[src/rtl/obi_pkg.sv]
// ----------------------------------------------------------------------------
// obi_pkg
// OBI initiator-side transaction types.
//   obi_req_t  : req, we, be, addr, wdata  (address phase, driven by master)
//   obi_resp_t : gnt, rvalid, rdata        (grant and response phase)
// ----------------------------------------------------------------------------
package obi_pkg;

   typedef struct packed {
      logic        req;
      logic        we;
      logic [3:0]  be;
      logic [31:0] addr;
      logic [31:0] wdata;
   } obi_req_t;

   typedef struct packed {
      logic        gnt;
      logic        rvalid;
      logic [31:0] rdata;
   } obi_resp_t;

endpackage

[src/rtl/reg_pkg.sv]
// ----------------------------------------------------------------------------
// reg_pkg
// Register-interface transaction types shared by register-bus agents.
//   reg_req_t : addr, write, wdata, wstrb, valid  (driven by the requester)
//   reg_rsp_t : rdata, error, ready               (driven by the device)
// ----------------------------------------------------------------------------
package reg_pkg;

   typedef struct packed {
      logic [31:0] addr;
      logic        write;
      logic [31:0] wdata;
      logic [3:0]  wstrb;
      logic        valid;
   } reg_req_t;

   typedef struct packed {
      logic [31:0] rdata;
      logic        error;
      logic        ready;
   } reg_rsp_t;

endpackage

[src/rtl/reg_to_obi_bridge_pkg.sv]
// ----------------------------------------------------------------------------
// reg_to_obi_bridge_pkg
// Shared definitions for the register-bus to OBI bridge:
//   state_e           : bridge FSM states
//   ERR_RDATA_DEFAULT : rdata returned when the response watchdog fires
//   reg_obi_txn_t     : request captured from the register bus in IDLE
// ----------------------------------------------------------------------------
package reg_to_obi_bridge_pkg;

   typedef enum logic [2:0] {
      IDLE   = 3'd0,
      REQ    = 3'd1,
      WAIT_R = 3'd2,
      RESP   = 3'd3,
      DRAIN  = 3'd4
   } state_e;

   localparam logic [31:0] ERR_RDATA_DEFAULT = 32'hBADC_AB1E;

   typedef struct packed {
      logic [31:0] addr;
      logic        we;
      logic [3:0]  be;
      logic [31:0] wdata;
   } reg_obi_txn_t;

endpackage

[src/rtl/reg_to_obi_timeout_cnt.sv]
// ----------------------------------------------------------------------------
// reg_to_obi_timeout_cnt
// Response watchdog counter for reg_to_obi_bridge.
//   clk_i   : clock
//   rst_ni  : asynchronous active-low reset
//   clear   : forces the count to 0 (has priority over enable)
//   enable  : counts up by one per cycle, saturating at Limit-1
//   expired : high while the count equals Limit-1
// Limit must be at least 2.
// ----------------------------------------------------------------------------
module reg_to_obi_timeout_cnt #(
   parameter int unsigned Limit = 1024
) (
   input  logic clk_i,
   input  logic rst_ni,
   input  logic clear,
   input  logic enable,
   output logic expired
);

   localparam int unsigned CW = $clog2(Limit);
   localparam logic [CW-1:0] LAST = CW'(Limit - 1);

   logic [CW-1:0] cnt;

   always_ff @(posedge clk_i or negedge rst_ni) begin
      if (!rst_ni) begin
         cnt <= '0;
      end else if (clear) begin
         cnt <= '0;
      end else if (enable && (cnt != LAST)) begin
         cnt <= cnt + 1'b1;
      end
   end

   assign expired = (cnt == LAST);

endmodule

[src/rtl/reg_to_obi_bridge.sv]
// ----------------------------------------------------------------------------
// reg_to_obi_bridge
// Replays one register-bus transaction at a time as a single OBI master
// transaction (req/gnt address phase, rvalid response phase).
//
// Ports:
//   clk_i         : clock
//   rst_ni        : asynchronous active-low reset
//   reg_req_i     : register-bus request  (addr, write, wdata, wstrb, valid)
//   reg_rsp_o     : register-bus response (rdata, error, ready)
//   master_req_o  : OBI address phase     (req, we, be, addr, wdata)
//   master_resp_i : OBI response          (gnt, rvalid, rdata)
//   busy_o        : high whenever the FSM is not IDLE
//
// Parameters:
//   TimeoutCycles : watchdog limit in cycles from req assertion (>= 2)
//   ErrRdata      : rdata returned on a watchdog timeout
//
// Build option:
//   REG_TO_OBI_BRIDGE_TIMEOUT_EN - enables the response watchdog. On expiry
//   the register bus is answered with error=1/rdata=ErrRdata and the FSM
//   then drains the owed OBI gnt/rvalid in DRAIN before returning to IDLE.
//   Without it the bridge waits indefinitely and error is tied to 0.
//
// All outputs come from registers or from the state register alone; there
// is no combinational path from reg_req_i or master_resp_i to an output.
// ----------------------------------------------------------------------------
module reg_to_obi_bridge
   import reg_to_obi_bridge_pkg::*;
#(
   parameter int unsigned TimeoutCycles = 1024,
   parameter logic [31:0] ErrRdata      = ERR_RDATA_DEFAULT
) (
   input  logic                clk_i,
   input  logic                rst_ni,
   input  reg_pkg::reg_req_t   reg_req_i,
   output reg_pkg::reg_rsp_t   reg_rsp_o,
   output obi_pkg::obi_req_t   master_req_o,
   input  obi_pkg::obi_resp_t  master_resp_i,
   output logic                busy_o
);

   state_e       state_q;
   reg_obi_txn_t txn_q;
   logic         req_q;
   logic [31:0]  rdata_q;

`ifdef REG_TO_OBI_BRIDGE_TIMEOUT_EN
   // err_q   : error flag returned with the next ready pulse
   // owed_q  : a timed-out OBI transaction still owes us gnt and/or rvalid
   logic err_q;
   logic owed_q;
   logic cnt_enable;
   logic expired;
   logic drain_done;

   assign cnt_enable = (state_q == REQ) || (state_q == WAIT_R);

   // The abandoned transaction is finished once it has been granted and
   // its rvalid arrives; rvalid can never share a cycle with its own gnt.
   assign drain_done = !req_q && master_resp_i.rvalid;

   reg_to_obi_timeout_cnt #(
      .Limit (TimeoutCycles)
   ) u_timeout_cnt (
      .clk_i   (clk_i),
      .rst_ni  (rst_ni),
      .clear   (!cnt_enable),
      .enable  (cnt_enable),
      .expired (expired)
   );
`else
   logic unused_cfg;
   assign unused_cfg = ^{TimeoutCycles, ErrRdata};
`endif

   // NOTE: every state register below is assigned with <= so that all
   // branches see the pre-edge values; blocking = here would create
   // ordering-dependent behaviour and simulation/synthesis mismatches.
   always_ff @(posedge clk_i or negedge rst_ni) begin
      if (!rst_ni) begin
         state_q <= IDLE;
         txn_q   <= '0;
         req_q   <= 1'b0;
         rdata_q <= '0;
`ifdef REG_TO_OBI_BRIDGE_TIMEOUT_EN
         err_q   <= 1'b0;
         owed_q  <= 1'b0;
`endif
      end else begin
         unique case (state_q)
            IDLE: begin
               if (reg_req_i.valid) begin
                  txn_q <= '{addr:  reg_req_i.addr,
                             we:    reg_req_i.write,
                             be:    reg_req_i.wstrb,
                             wdata: reg_req_i.wdata};
                  req_q   <= 1'b1;
                  state_q <= REQ;
               end
            end

            REQ: begin
               if (master_resp_i.gnt) begin
                  req_q   <= 1'b0;
                  state_q <= WAIT_R;
               end
`ifdef REG_TO_OBI_BRIDGE_TIMEOUT_EN
               // Later assignment overrides the WAIT_R move above. req_q
               // is left alone unless granted: OBI req is never retracted.
               if (expired) begin
                  state_q <= RESP;
                  rdata_q <= ErrRdata;
                  err_q   <= 1'b1;
                  owed_q  <= 1'b1;
               end
`endif
            end

            WAIT_R: begin
               if (master_resp_i.rvalid) begin
                  rdata_q <= txn_q.we ? '0 : master_resp_i.rdata;
                  state_q <= RESP;
`ifdef REG_TO_OBI_BRIDGE_TIMEOUT_EN
                  err_q   <= 1'b0;
`endif
               end
`ifdef REG_TO_OBI_BRIDGE_TIMEOUT_EN
               else if (expired) begin
                  state_q <= RESP;
                  rdata_q <= ErrRdata;
                  err_q   <= 1'b1;
                  owed_q  <= 1'b1;
               end
`endif
            end

            RESP: begin
`ifdef REG_TO_OBI_BRIDGE_TIMEOUT_EN
               // After a timeout the owed gnt/rvalid may already arrive
               // while the error response is being presented.
               if (owed_q) begin
                  if (req_q) begin
                     if (master_resp_i.gnt) req_q <= 1'b0;
                  end else if (master_resp_i.rvalid) begin
                     owed_q <= 1'b0;
                  end
               end
               state_q <= (owed_q && !drain_done) ? DRAIN : IDLE;
`else
               state_q <= IDLE;
`endif
            end

`ifdef REG_TO_OBI_BRIDGE_TIMEOUT_EN
            DRAIN: begin
               if (req_q) begin
                  if (master_resp_i.gnt) req_q <= 1'b0;
               end else if (master_resp_i.rvalid) begin
                  owed_q  <= 1'b0;
                  state_q <= IDLE;
               end
            end
`endif

            default: state_q <= IDLE;
         endcase
      end
   end

   assign master_req_o.req   = req_q;
   assign master_req_o.we    = txn_q.we;
   assign master_req_o.be    = txn_q.be;
   assign master_req_o.addr  = txn_q.addr;
   assign master_req_o.wdata = txn_q.wdata;

   assign reg_rsp_o.ready = (state_q == RESP);
   assign reg_rsp_o.rdata = rdata_q;
`ifdef REG_TO_OBI_BRIDGE_TIMEOUT_EN
   assign reg_rsp_o.error = err_q;
`else
   assign reg_rsp_o.error = 1'b0;
`endif

   assign busy_o = (state_q != IDLE);

endmodule
[config.mk]
export PLATFORM = sky130hd
export DESIGN_NAME = reg_to_obi_bridge
export DESIGN_NICKNAME = d
export VERILOG_FILES = /design/src/rtl/obi_pkg.sv /design/src/rtl/reg_pkg.sv /design/src/rtl/reg_to_obi_bridge_pkg.sv /design/src/rtl/reg_to_obi_timeout_cnt.sv /design/src/rtl/reg_to_obi_bridge.sv
export SDC_FILE = /design/constraint.sdc
export NUM_CORES = 1
export LEC_CHECK = 0
export ABC_AREA = 1
export BUFFER_PORTS_ARGS = -buffer_cell sky130_fd_sc_hd__clkbuf_2
export CAP_MARGIN = 40
export CORE_MARGIN = 1
export CORE_UTILIZATION = 31
export DETAILED_ROUTE_END_ITERATION = 16
export HOLD_SLACK_MARGIN = 0.03
export SYNTH_ARGS = -nofsm -noshare
export SYNTH_HDL_FRONTEND = slang
export SYNTH_SLANG_ARGS = --single-unit
[constraint.sdc]
create_clock -name clk_i -period 1.5 [get_ports clk_i]
set_input_delay 0 -clock clk_i [delete_from_list [all_inputs] [get_ports clk_i]]
set_output_delay 0 -clock clk_i [all_outputs]
set_load 0.03 [all_outputs]
==> impl_table.tex <==
\begin{tabular}{lr}
\hline
Metric & Value \\
\hline
\multicolumn{2}{l}{\textbf{Power}} \\
\quad Cell area power density & around 2100 mW/mm\^{}2 \\
\quad Proportion of power drawn by the clock network & 0.161 \\
\quad Reg power frac & 0.331 \\
\quad VDD IR-drop max & approximately 0.0012 V \\
\quad Combinational fraction of design power & 0.507 \\
\quad P\_int & 7.77 mW \\
\quad Leakage power & 3.75 nW \\
\quad Switching part of the total & 0.471 \\
\quad Net Sw Power & just under 7 mW \\
\multicolumn{2}{l}{\textbf{Job}} \\
\quad Number of maximum-capacitance constraint violations & 0 \\
\multicolumn{2}{l}{\textbf{Placement}} \\
\quad Placed Cells & $\sim$840 \\
\quad Last weighted congestion value of the routability-driven placer & 0.771 \\
\quad Pre-CTS setup slack & around 2.8 ps \\
\quad PortBufs & around 210 \\
\quad Hpwl dp & 8.21 mm \\
\multicolumn{2}{l}{\textbf{Clock network}} \\
\quad Sinks on Clock Net & 104 \\
\quad Depth of the CTS H-tree & 3 \\
\quad Buffer levels on the longest clock path & 2 \\
\quad Root Driver & sky130\_fd\_sc\_hd\_\_clkbuf\_16 \\
\quad Clock input transition at the sequential cells of the worst setup and hold paths & 60 ps \\
\quad CTS tree & yes \\
\quad Worst-skew pair later-pin latency & 340 ps \\
\quad Cts bufs inserted & 9 \\
\multicolumn{2}{l}{\textbf{Worst setup path}} \\
\quad Startpoint of the worst-slack reg-to-reg timing path & state\_q[1] \\
\quad Data arrival time of the critical path & around 1400 ps \\
\quad Depth of the worst register-to-register path & 5 \\
\quad Reg-to-reg setup timing slack & approximately 140 ps \\
\quad Path type of the worst setup path & reg2out \\
\quad Largest incremental delay on the critical path & approximately 420 ps \\
\quad Ordered list of cells on the worst path & inv\_2 -> ha\_4 -> buf\_12 -> inv\_2 -> clkbuf\_2 \\
\quad Family with the most delay on the worst path & buffers and inverters \\
\quad Worst reg2reg path endpoint & master\_req\_o[24] \\
\quad Most prevalent standard cell on the critical path & sky130\_fd\_sc\_hd\_\_inv\_2 \\
\quad Req. time, crit path & around 1500 ps \\
\quad Kind of start point of the critical path & flop \\
\quad Sum of buffers and inverters on the critical path & 4 \\
\quad Stages on the worst setup path & 5 \\
\quad Critical path startpoint & state\_q[1] \\
\quad Sort of element at the end of the critical path & output pin \\
\quad Largest driver fanout on the critical path & 15 \\
\quad Critical path's slowest cell & sky130\_fd\_sc\_hd\_\_dfrtp\_1 \\
\multicolumn{2}{l}{\textbf{Timing}} \\
\quad Setup repair after global routing missed its margin & false \\
\quad Count of final setup violators & 0 \\
\quad Worst Setup Slack, final & just over 60 ps \\
\quad Final worst clock skew & 6.45 ps \\
\quad Final hold slack & around 86 ps \\
\quad Final worst path period need & about 1400 ps \\
\quad Crit share post-route & 0.959 \\
\quad Final Hold Viols & 0 \\
\quad Final-report max-slew violation count & 0 \\
\quad Post-route setup TNS & 0 ps \\
\quad Max Freq & slightly below 700 MHz \\
\multicolumn{2}{l}{\textbf{Global route}} \\
\quad Overall routing resource usage & 0.183 \\
\quad Antenna violations before repair & 0 \\
\quad Wire length of the first global-routing pass & between 20 and 25 mm \\
\quad Largest net degree at the start of global routing & 43 \\
\quad Number of global-route vias before repair & 4,447 \\
\quad Remaining global-route overflow & 0 \\
\multicolumn{2}{l}{\textbf{Yosys}} \\
\quad Part of the Yosys area used for sequential elements & 0.597 \\
\quad Mapped Area & roughly 0.0044 mm\^{}2 \\
\quad Synth unique cells & 19 \\
\quad Total of flip-flops plus latches after synthesis & $\sim$100 \\
\quad Nets in the synthesized netlist & 586 \\
\quad Post-Syn Area per Cell & roughly 9 um\^{}2 \\
\quad Number of warnings issued by yosys & 0 \\
\quad Gate count after technology mapping & roughly 480 \\
\multicolumn{2}{l}{\textbf{Route}} \\
\quad 1st-iter DRT viols & 182 \\
\quad Aggregate routed wire length & $\sim$13 mm \\
\quad Number of search-and-repair iterations in the first detailed-routing pass & 5 \\
\quad Number of nets with antenna violations after routing & 0 \\
\quad Via total after detailed routing & between 4,000 and 5,000 \\
\quad DRC violation count after routing & 0 \\
\quad Routed wirelength normalized by instance count & 13.5 um \\
\quad Via density & 4.55 \\
\multicolumn{2}{l}{\textbf{Worst hold path}} \\
\quad Count of cells along the worst hold path & 5 \\
\quad Source of the worst hold timing path & master\_resp\_i[32] \\
\quad Min-Delay Endpoint & state\_q[0] \\
\quad Classification of the worst-slack hold path & in2reg \\
\multicolumn{2}{l}{\textbf{Layout}} \\
\quad Proportion of layout cells with a drive suffix above 1 & 0.321 \\
\quad Area grow syn2layout & 58.5\% \\
\quad Net total in the final layout & between 800 and 900 \\
\quad End-of-flow core utilization & 0.513 \\
\quad Final Instance Count excl. Fillers & 961 \\
\multicolumn{2}{l}{\textbf{Outcome}} \\
\quad Run status & complete, no violations \\
\multicolumn{2}{l}{\textbf{Floorplan}} \\
\quad Number of rows created at floorplan & 42 \\
\quad Starting density of the core & 0.324 \\
\quad Number of primary I/O pins & roughly 210 \\
\quad Area of the die & 0.0145 mm\^{}2 \\
\quad Overall die height & 121 um \\
\quad Placeable core region & between 0.01 and 0.015 mm\^{}2 \\
\quad Horizontal extent of the die & 121 um \\
\hline
\end{tabular}
worst register-to-register path: stages (launching register included):
cell	delay, ps
sky130_fd_sc_hd__dfrtp_1	420
sky130_fd_sc_hd__inv_2	110
sky130_fd_sc_hd__ha_4	190
sky130_fd_sc_hd__buf_6	300
sky130_fd_sc_hd__nand3_1	170
sky130_fd_sc_hd__nand2_1	110
stage by stage:
step / instance area (um^2) / total power, mW
after floorplan: 4360 / 9.82
after global placement: 5510 / 11.8
after detailed placement: 5510 / 12.0
after CTS: 6860 / 14.7
after global routing: 6900 / 15.7
final: 6910 / 14.7
repair_timing:
item,CTS,global route
cloned,0,1
setup buffers,1,1
hold buffers,103,0
resized for setup,3,2
hold endpoints to repair,187,0
setup endpoints to repair,4,13
kinds of logic (layout without fill, tap and decap cells):
| group | count (synthesis) | after routing | share of synthesized area |
|---|---|---|---|
| buffers and inverters | 43 | 352 | 0.0692 |
| adder cells (fa/ha/maj) | 5 | 5 | 0.0144 |
| flip-flops | 104 | 104 | 0.597 |
| AO/OA/AOI/OAI | 33 | 33 | 0.0448 |
| other | 1 | 2 | 0.000861 |
| AND/OR/NAND/NOR | 289 | 289 | 0.274 |
final cells by class:
class,instances,area [um^2]
clock buffers,14,264
clock inverters,2,37.5
flip-flops and latches,104,2600
diodes,1,2.50
well taps,176,220
repair buffers,327,2280
inverters,9,33.8
multi-input cells,328,1470
fillers,1201,6550
flip-flops by register name, indices dropped and copies added, names as in the netlist:
signal,count
master_req_o,69
req_q,1
rdata_q,32
state_q,2
worst max-delay path by stage:
stage / to / slack (ps)
final: busy_o / 60
after global routing: busy_o / 4
after CTS: busy_o / 10
after detailed placement: master_req_o[55] / 3
after global placement: master_req_o[7] / 70
after floorplan: state_q[0] / 160
routing by layer:
layer	vias to the layer above	wire length (um)	global-route usage
met2	182	6530	0.319
met1	2050	5290	0.217
li1	2117	-	-
met3	26	772	0.0340
met4	0	343	0.0849
met5	-	0	0
layout by cell type (no fill, tap or decap):
master	Yosys	layout
sky130_fd_sc_hd__a21oi_1	1	1
sky130_fd_sc_hd__buf_12	0	5
sky130_fd_sc_hd__buf_4	9	8
sky130_fd_sc_hd__buf_6	12	2
sky130_fd_sc_hd__bufinv_16	0	1
sky130_fd_sc_hd__clkbuf_1	0	3
sky130_fd_sc_hd__clkbuf_16	0	10
sky130_fd_sc_hd__clkbuf_2	0	208
sky130_fd_sc_hd__clkbuf_8	0	2
sky130_fd_sc_hd__clkinvlp_4	0	1
sky130_fd_sc_hd__conb_1	1	1
sky130_fd_sc_hd__dfrtp_1	104	104
sky130_fd_sc_hd__diode_2	0	1
sky130_fd_sc_hd__dlygate4sd3_1	0	103
sky130_fd_sc_hd__ha_1	5	4
sky130_fd_sc_hd__ha_4	0	1
sky130_fd_sc_hd__inv_1	8	6
sky130_fd_sc_hd__inv_2	1	3
sky130_fd_sc_hd__nand2_1	213	213
sky130_fd_sc_hd__nand2_2	2	2
sky130_fd_sc_hd__nand2_4	1	1
sky130_fd_sc_hd__nand3_1	69	69
sky130_fd_sc_hd__nand3b_1	1	1
sky130_fd_sc_hd__nand4_1	2	2
sky130_fd_sc_hd__nor2_1	1	1
sky130_fd_sc_hd__o21ai_0	4	4
sky130_fd_sc_hd__o21ai_1	20	20
sky130_fd_sc_hd__o21ai_2	8	8
power groups by stage:
stage / logic, mW / registers (mW) / clock network (mW)
after floorplan: 2.53 / 7.29 / 0
after global placement: 6.94 / 4.84 / 0
after detailed placement: 7.09 / 4.89 / 0
after CTS: 7.36 / 4.85 / 2.46
after global routing: 8.14 / 5.01 / 2.59
final: 7.46 / 4.87 / 2.37
synthesized netlist by cell type (all sizes together):
cell,number,area [um^2]
dfrtp,104,2600
nand3,69,345
o21ai,32,190
ha,5,62.6
a21oi,1,5.00
inv,9,33.8
nand3b,1,7.51
buf,34,268
nand2,216,823
nand4,2,12.5
nor2,1,3.75
conb,1,3.75
(Power assumes the default switching activity.)
